## src/rtl/pmu_poll_pkg.sv

```systemverilog
// Shared types and AHB-lite encodings for the PMU counter poller.
package pmu_poll_pkg;

  // Sweep sequencer states
  typedef enum logic [1:0] {
    ST_IDLE = 2'd0,
    ST_ADDR = 2'd1,
    ST_DATA = 2'd2,
    ST_PUSH = 2'd3
  } state_t;

  // AHB-lite transfer types used by a single-read master
  localparam logic [1:0] HTRANS_IDLE   = 2'b00;
  localparam logic [1:0] HTRANS_NONSEQ = 2'b10;

  // AHB-lite response codes
  localparam logic [1:0] HRESP_OKAY  = 2'b00;
  localparam logic [1:0] HRESP_ERROR = 2'b01;

  // Fixed transfer attributes: 32-bit single transfers
  localparam logic [2:0] HSIZE_WORD    = 3'b010;
  localparam logic [2:0] HBURST_SINGLE = 3'b000;

endpackage

```

## src/rtl/pmu_poll_timer.sv

```systemverilog
// Reload down-counter that produces a one-cycle sweep request every
// period_i cycles while enabled. period_i == 0 disables periodic requests.
module pmu_poll_timer #(
  parameter int unsigned PERIOD_W = 16
) (
  input  logic                clk_i,
  input  logic                rst_i,
  input  logic                i_enable,
  input  logic [PERIOD_W-1:0] i_period,
  output logic                o_start_req
);

  logic                r_loaded;
  logic [PERIOD_W-1:0] r_cnt;
  logic                w_run;

  assign w_run       = i_enable && (i_period != '0);
  assign o_start_req = w_run && r_loaded && (r_cnt == PERIOD_W'(1));

  // Count down while running; reload on terminal count (or from an empty
  // count after period_i was zero), and take period_i right after reset.
  always_ff @(posedge clk_i or posedge rst_i) begin
    if (rst_i) begin
      r_loaded <= 1'b0;
      r_cnt    <= '0;
    end else if (!r_loaded) begin
      r_loaded <= 1'b1;
      r_cnt    <= i_period;
    end else if (w_run) begin
      if ((r_cnt == PERIOD_W'(1)) || (r_cnt == '0)) begin
        r_cnt <= i_period;
      end else begin
        r_cnt <= r_cnt - PERIOD_W'(1);
      end
    end else begin
      r_cnt <= r_cnt;
    end
  end

endmodule

```

## src/rtl/pmu_ahb_poller.sv

```systemverilog
// AHB-lite master that sweeps a window of PMU counter registers with
// single non-pipelined reads and streams each word out with its index.
// Stream backpressure stalls the sweep so nothing is dropped.
module pmu_ahb_poller
  import pmu_poll_pkg::*;
#(
  parameter int unsigned            HADDR_WIDTH = 32,
  parameter int unsigned            HDATA_WIDTH = 32,
  parameter logic [HADDR_WIDTH-1:0] BASE_ADDR   = 32'h8010_0000,
  parameter int unsigned            FIRST_REG   = 1,
  parameter int unsigned            N_READ      = 24,
  parameter int unsigned            PERIOD_W    = 16,
  parameter int unsigned            IDX_W       = 6
) (
  input  logic                   clk_i,
  input  logic                   rst_i,
  input  logic                   enable_i,
  input  logic [PERIOD_W-1:0]    period_i,
  input  logic                   trigger_i,
  input  logic                   clr_i,
  output logic [HADDR_WIDTH-1:0] haddr_o,
  output logic [1:0]             htrans_o,
  output logic                   hwrite_o,
  output logic [2:0]             hsize_o,
  output logic [2:0]             hburst_o,
  output logic [HDATA_WIDTH-1:0] hwdata_o,
  input  logic                   hready_i,
  input  logic [1:0]             hresp_i,
  input  logic [HDATA_WIDTH-1:0] hrdata_i,
  output logic                   m_valid_o,
  input  logic                   m_ready_i,
  output logic [HDATA_WIDTH-1:0] m_data_o,
  output logic [IDX_W-1:0]       m_idx_o,
  output logic                   m_last_o,
  output logic                   busy_o,
  output logic                   done_o,
  output logic                   err_o,
  output logic                   overrun_o
);

  // Byte address of the sweep's idx-th register
  function automatic logic [HADDR_WIDTH-1:0] reg_addr(input logic [IDX_W-1:0] idx);
    return BASE_ADDR + ((HADDR_WIDTH'(FIRST_REG) + HADDR_WIDTH'(idx)) << 2);
  endfunction

  state_t                 r_state;
  state_t                 w_state_nxt;
  logic [IDX_W-1:0]       r_idx;
  logic [IDX_W-1:0]       r_m_idx;
  logic [HDATA_WIDTH-1:0] r_data;
  logic                   r_last;
  logic                   r_err;
  logic                   r_overrun;

  logic w_start_req;
  logic w_req;
  logic w_busy;
  logic w_start;
  logic w_capture;
  logic w_idx_inc;
  logic w_err_set;
  logic w_done;
  logic w_overrun_set;

  pmu_poll_timer #(
    .PERIOD_W (PERIOD_W)
  ) u_timer (
    .clk_i       (clk_i),
    .rst_i       (rst_i),
    .i_enable    (enable_i),
    .i_period    (period_i),
    .o_start_req (w_start_req)
  );

  // A timer tick and a trigger in the same cycle merge into one request;
  // any request arriving while a sweep runs is dropped and flagged.
  assign w_req         = w_start_req || trigger_i;
  assign w_busy        = (r_state != ST_IDLE);
  assign w_start       = (r_state == ST_IDLE) && w_req;
  assign w_overrun_set = w_busy && w_req;

  // Next-state and per-cycle control decode for the sweep sequencer
  always_comb begin
    w_state_nxt = r_state;
    w_capture   = 1'b0;
    w_idx_inc   = 1'b0;
    w_err_set   = 1'b0;
    w_done      = 1'b0;
    case (r_state)
      ST_IDLE: begin
        if (w_req) begin
          w_state_nxt = ST_ADDR;
        end else begin
          w_state_nxt = ST_IDLE;
        end
      end
      ST_ADDR: begin
        if (hready_i) begin
          w_state_nxt = ST_DATA;
        end else begin
          w_state_nxt = ST_ADDR;
        end
      end
      ST_DATA: begin
        if (!hready_i) begin
          w_state_nxt = ST_DATA;
        end else if (hresp_i == HRESP_ERROR) begin
          w_err_set   = 1'b1;
          w_state_nxt = ST_IDLE;
        end else begin
          w_capture   = 1'b1;
          w_state_nxt = ST_PUSH;
        end
      end
      ST_PUSH: begin
        if (!m_ready_i) begin
          w_state_nxt = ST_PUSH;
        end else if (r_last) begin
          w_done      = 1'b1;
          w_state_nxt = ST_IDLE;
        end else begin
          w_idx_inc   = 1'b1;
          w_state_nxt = ST_ADDR;
        end
      end
      default: begin
        w_state_nxt = ST_IDLE;
      end
    endcase
  end

  // Sequencer state register
  always_ff @(posedge clk_i or posedge rst_i) begin
    if (rst_i) begin
      r_state <= ST_IDLE;
    end else begin
      r_state <= w_state_nxt;
    end
  end

  // Register index: cleared at every sweep start, advanced after each accepted word
  always_ff @(posedge clk_i or posedge rst_i) begin
    if (rst_i) begin
      r_idx <= '0;
    end else if (w_start) begin
      r_idx <= '0;
    end else if (w_idx_inc) begin
      r_idx <= r_idx + IDX_W'(1);
    end else begin
      r_idx <= r_idx;
    end
  end

  // Stream holding register, loaded at the end of a good data phase
  always_ff @(posedge clk_i or posedge rst_i) begin
    if (rst_i) begin
      r_data  <= '0;
      r_m_idx <= '0;
      r_last  <= 1'b0;
    end else if (w_capture) begin
      r_data  <= hrdata_i;
      r_m_idx <= r_idx;
      r_last  <= (r_idx == IDX_W'(N_READ - 1));
    end else begin
      r_data  <= r_data;
      r_m_idx <= r_m_idx;
      r_last  <= r_last;
    end
  end

  // Sticky status flags; a set event beats a same-cycle clear
  always_ff @(posedge clk_i or posedge rst_i) begin
    if (rst_i) begin
      r_err     <= 1'b0;
      r_overrun <= 1'b0;
    end else begin
      r_err     <= w_err_set     ? 1'b1 : (clr_i ? 1'b0 : r_err);
      r_overrun <= w_overrun_set ? 1'b1 : (clr_i ? 1'b0 : r_overrun);
    end
  end

  // Address phase is driven only in ADDR; the bus is otherwise idle
  assign htrans_o  = (r_state == ST_ADDR) ? HTRANS_NONSEQ : HTRANS_IDLE;
  assign haddr_o   = (r_state == ST_ADDR) ? reg_addr(r_idx) : '0;
  assign hwrite_o  = 1'b0;
  assign hsize_o   = HSIZE_WORD;
  assign hburst_o  = HBURST_SINGLE;
  assign hwdata_o  = '0;

  assign m_valid_o = (r_state == ST_PUSH);
  assign m_data_o  = r_data;
  assign m_idx_o   = r_m_idx;
  assign m_last_o  = r_last;
  assign busy_o    = w_busy;
  assign done_o    = w_done;
  assign err_o     = r_err;
  assign overrun_o = r_overrun;

endmodule

```

## config.mk

```make
export PLATFORM = sky130hd
export DESIGN_NAME = pmu_ahb_poller
export DESIGN_NICKNAME = d
export VERILOG_FILES = /design/src/rtl/pmu_poll_pkg.sv /design/src/rtl/pmu_poll_timer.sv /design/src/rtl/pmu_ahb_poller.sv
export SDC_FILE = /design/constraint.sdc
export NUM_CORES = 1
export LEC_CHECK = 0
export CAP_MARGIN = 20
export CORE_ASPECT_RATIO = 0.5
export CORE_MARGIN = 2
export CORE_UTILIZATION = 45
export DETAILED_ROUTE_END_ITERATION = 10
export PLACE_DENSITY = 0.86
export SYNTH_ARGS = -nofsm -noshare
export SYNTH_HDL_FRONTEND = slang
export SYNTH_SLANG_ARGS = --single-unit
```

## constraint.sdc

```tcl
create_clock -name clk_i -period 3.2 [get_ports clk_i]
set_input_delay 0.64 -clock clk_i [delete_from_list [all_inputs] [get_ports clk_i]]
set_output_delay 0.64 -clock clk_i [all_outputs]
set_load 0.05 [all_outputs]
```

== Word-level counts from Yosys, hierarchy flattened ==
Index checks and enable logic that the tools add are counted.
Cells by class
  equality and inequality tests: 7
  add/subtract/negate cells: 4
  reductions and logical operators: 14
  muxes and demuxes: 29
Operator list (count)
  $mux W16: 3
  $add A32 B9 Y32 const A: 1
  $mux W32: 1
  $mux W1: 17
  $eq A16 B1 Y1 const B: 1
  $logic_not A16 Y1: 1
  $reduce_bool A16 Y1: 1
  $sub A16 B1 Y16 const B: 1
  $mux W6: 2
  $mux W2: 5
  $pmux W2 S4: 1
  $reduce_bool A2 Y1: 4
  $add A1 B6 Y7 const A: 1
  $add A6 B1 Y6 const B: 1
  $eq A6 B5 Y1 const B: 1
  $logic_and A1 B1 Y1: 5
  $eq A2 B1 Y1 const B: 2
  $eq A2 B2 Y1 const B: 2
  $logic_not A2 Y1: 1
  $logic_or A1 B1 Y1: 2
  $ne A2 B2 Y1 const B: 1
Storage, ports and cells
  register bits: 66
  input port bits: 57
  output and inout bits: 117
  logic and storage cells: 63

== Logic depth before layout (Yosys ltp) ==
  word-level depth: 7
  depth in mapped cells: 8
  mapped depth without buffers: 7

== Hierarchy ==
Synthesis repeated with hierarchy kept, for this count alone.
Unflattened totals
  cells, all modules: 375
  area, all modules: 3900.0 um^2
Modules (own cells, without submodules)
  pmu_ahb_poller: times used 1, seq. area each 1226.2 um^2, area each 2590.0 um^2, cells an instance 222
  pmu_poll_timer: times used 1, seq. area each 425.4 um^2, area each 1310.0 um^2, cells an instance 153

== Least setup slack after synthesis ==
Ideal clock, no wire load.
  path type: flip-flop to output port
  start: reg r_idx[0]
  end: out haddr_o[8]
  path buffers: 0
  setup slack: 0.735 ns
  required time: 2.560 ns
  stages on the path, launching flop included: 4
  data arrival time: 1.825 ns
  cells stage by stage: dfrtp_1 > ha_1 > nand3_1 > nor3_1
On the way
  cells in the longest elaborated chain, start to end: 3
Ends and longest elaborated chain
  from (decl): line pmu_ahb_poller.sv:48  | logic [IDX_W-1:0] r_idx;
  from (signal assigned): line pmu_ahb_poller.sv:148  | r_idx <= r_idx + IDX_W'(1);
  from (signal assigned): line pmu_ahb_poller.sv:150  | r_idx <= r_idx;
  $add A1 B6 Y7: line pmu_ahb_poller.sv:43  | return BASE_ADDR + ((HADDR_WIDTH'(FIRST_REG) + HADDR_WIDTH'(idx)) << 2);
  $add A32 B9 Y32: line pmu_ahb_poller.sv:43
  $mux W32: line pmu_ahb_poller.sv:184  | assign haddr_o = (r_state == ST_ADDR) ? reg_addr(r_idx) : '0;
  to (decl): line pmu_ahb_poller.sv:21  | output logic [HADDR_WIDTH-1:0] haddr_o,
Every way passes these cells.

== Worst setup path after layout ==
  start: reg r_idx[0]
  end: out haddr_o[6]
Same word-level chain as after synthesis.

==> reports/results.txt <==
Status = completed
RR Endpoint = u_timer.r_cnt[0]$_DFFE_PP0P_
Clock tree buffer depth = 2
Depth of the CTS H-tree = 3
Routed WL = 8.13 mm
Synth top area share = 0.435
Total negative slack = 0 ns
Syn_area_per_cell = 10.6 um2
Core box area = 8090 um2
Synth unique cells = 47
Share of post-route cells with drive strength above 1 = 0.0577
Flop2flop setup slack = 1.16 ns
Slew of the pin with the lowest slew margin = 0.928 ns
Antenna Violating Nets Remaining = 0
I/O pin count = 174
Setup violations, final = 0
Placer Congestion = 0.839
Share of total power in combinational logic = 0.514
Switching Power = 0.00210 W
Post-CTS Hold Fix Bufs = 0
Grt ovf = 0
Synth area leaders = dfrtp_1, buf_4, mux2_1
Worst Path Required = 2.56 ns
RSZ-0062 raised after global routing = false
Routed length per placed instance = 14.0 um
Drt first-iter violations = 124
Layout Nets = 525
Slew HR = 0.381
Synthesized area = 3800 um2
Synth Register Bits = 66
Starting Density = 0.470
Initial DRT Pass Iterations = 4
TritonCTS Sinks = 66
Startpoint Class = register
CTS resizes = 0
Initial antenna violation count = 0
Clk pwr share = 0.189
Max-cap check violation count = 0
CTS root buffer = clkbuf_16
Largest net degree at the start of global routing = 41
Hold Startpoint = m_data_o[23]$_DFFE_PP0P_
Die outline width = 134 um
Die Height = 69.0 um
Crit Path Max Fanout = 5
Worst-Skew Late Latency = 0.32 ns
Slew Limit Fails = 0
Post-CTS Setup Inserts = 0
Mapped Cells = 358
Diodes inserted = 0
Final worst path period share = 0.909
GRT Overall Usage = 0.178
Hold Fails Final Rpt = 0
CP Capture Type = primary output
Pwr Total = 0.00454 W
Seq. cell area = 1650 um2
CTS tree = done
Final min period = 2.91 ns
Via count = 2827
Multi-input gate area = 1740 um2
Fill cells = 667
CTS Buf Count = 9
Critical path class = register to primary output
Setup Skew = 0.00608 ns
Global-route wire length before repair = 12.7 mm
HP Class = register to register
Port-buffer cells = 110
Sequential share of the synthesized area = 0.435
Seq pwr share = 0.296
Synth area leader = dfrtp_1
Leakage = 2.16 nW
Crit path capture = haddr_o[6]
Die footprint = 9230 um2
Clk pin slew, worst setup/hold paths = 0.05 ns
Depth of the most critical reg-to-reg path = 7
Ys Warns = 0
Fmax = 344 MHz
Hpwl dp = 5.92 mm
# DRC = 0
Vias in the first global route = 2603
Row cnt = 23
Net Sw Frac = 0.462
Critical path origin = r_idx[0]$_DFFE_PP0P_
Arr. time, crit path = 2.27 ns
Area growth syn-to-layout = 30.5%
Internal = 0.00244 W
PwrDens = 916 nW/um2
R2r startpoint = u_timer.r_cnt[0]$_DFFE_PP0P_
Post-DR vias/cell = 4.87
Worst vdd rail ir drop = 502 uV
[Yosys cell counts (all sizes together)]
master	count
conb	2
a22oi	1
mux2i	16
inv	11
o21ai	17
or4	2
nand2	11
nor4	12
xor2	6
nand3b	1
nor2	28
nor2b	2
and3	2
ha	3
o22ai	3
dfrtp	66
and4	1
nor3b	1
mux2	39
nor3	11
a21oi	4
nand4	1
nand2b	3
nand3	7
or2b	1
a41oi	1
o211ai	1
xnor2	3
a211oi	2
a21o	1
and2	3
or3	4
o2bb2ai	12
clkbuf	3
buf	77
[area by class of cell]
type                       count  area share
clock buffer                  14      0.0512
inverter                      11     0.00833
multi-input combinational    263       0.351
sequential                    66       0.333
tap                          112      0.0283
timing repair buffer         114       0.228
[state kept, by name (all words and copies together) (netlist names)]
name and flops:
err_o 1, m_data_o 32, r_idx 6, r_state 2, m_idx_o 6, u_timer.r_loaded 1, m_last_o 1, overrun_o 1
u_timer.r_cnt 16
[per-layer routing]
metal  track usage  part of all wire
met1         0.212              0.41
met2         0.321              0.51
met3        0.0526             0.070
met4        0.0532            0.0076
met5             0                 0
[critical path, cell delays in order (launching register included)]
cell and delay, ns:
dfrtp_1 0.45, ha_1 0.30, nand3_1 0.13, xor2_1 0.17
nor2_1 0.09, clkdlybuf4s50_1 0.81
[per-stage QoR]
step	worst slack (ns)	utilization	hold slack, ns	instances	instance area [um2]
global placement	0.323	0.581	0.466	566	4700
floorplan	0.735	-	0.479	420	4030
CTS	0.289	0.613	0.485	580	4960
finish	0.291	0.613	0.483	580	4960
detailed placement	0.333	0.581	0.475	566	4700
global route	0.182	0.613	0.497	580	4960
[kinds of logic (layout without fill, tap and decap cells)]
| group | after synthesis | count (layout) | share of synthesized area |
|---|---|---|---|
| buffers and inverters | 91 | 139 | 0.169 |
| and+or+nand+nor | 90 | 90 | 0.130 |
| DFF | 66 | 66 | 0.435 |
| muxes | 55 | 55 | 0.158 |
| AOI/OAI and AO/OA | 42 | 42 | 0.0755 |
| xor gates and xnor gates | 9 | 9 | 0.0208 |
| adders and majority gates | 3 | 3 | 0.00989 |
| other | 2 | 64 | 0.00198 |
[how the worst min path moves through the flow]
stage,cells after the start,endpoint
after floorplan,1,u_timer.r_cnt[15]$_DFFE_PP0P_
after global placement,1,m_data_o[1]$_DFFE_PP0P_
after detailed placement,1,m_data_o[29]$_DFFE_PP0P_
after CTS,1,m_data_o[23]$_DFFE_PP0P_
after global routing,1,m_data_o[25]$_DFFE_PP0P_
final,1,m_data_o[23]$_DFFE_PP0P_
[power groups by stage]
| stage | clock network (W) | logic (W) | registers (W) |
|---|---|---|---|
| CTS | 0.000882 | 0.00235 | 0.00135 |
| finish | 0.000860 | 0.00233 | 0.00135 |
| detailed placement | 0 | 0.00235 | 0.00135 |
| global route | 0.000916 | 0.00245 | 0.00139 |
| global placement | 0 | 0.00233 | 0.00133 |
| floorplan | 0 | 0.000896 | 0.00212 |
[cells in the final DEF (no fill, tap or decap), types with 4 or more instances in the layout]
| cell type | n |
|---|---|
| xor2_1 | 6 |
| clkbuf_1 | 4 |
| o21ai_0 | 4 |
| nor2_1 | 27 |
| o2bb2ai_1 | 12 |
| buf_4 | 4 |
| o21ai_1 | 12 |
| nand2_1 | 11 |
| nor4_1 | 9 |
| nor3_1 | 11 |
| clkdlybuf4s50_1 | 110 |
| conb_1 | 64 |
| dfrtp_1 | 66 |
| a21oi_1 | 4 |
| mux2i_1 | 16 |
| nand3_1 | 6 |
| inv_1 | 10 |
| mux2_1 | 39 |
| clkbuf_16 | 9 |
Note: power is estimated with default switching activity, not from simulation.
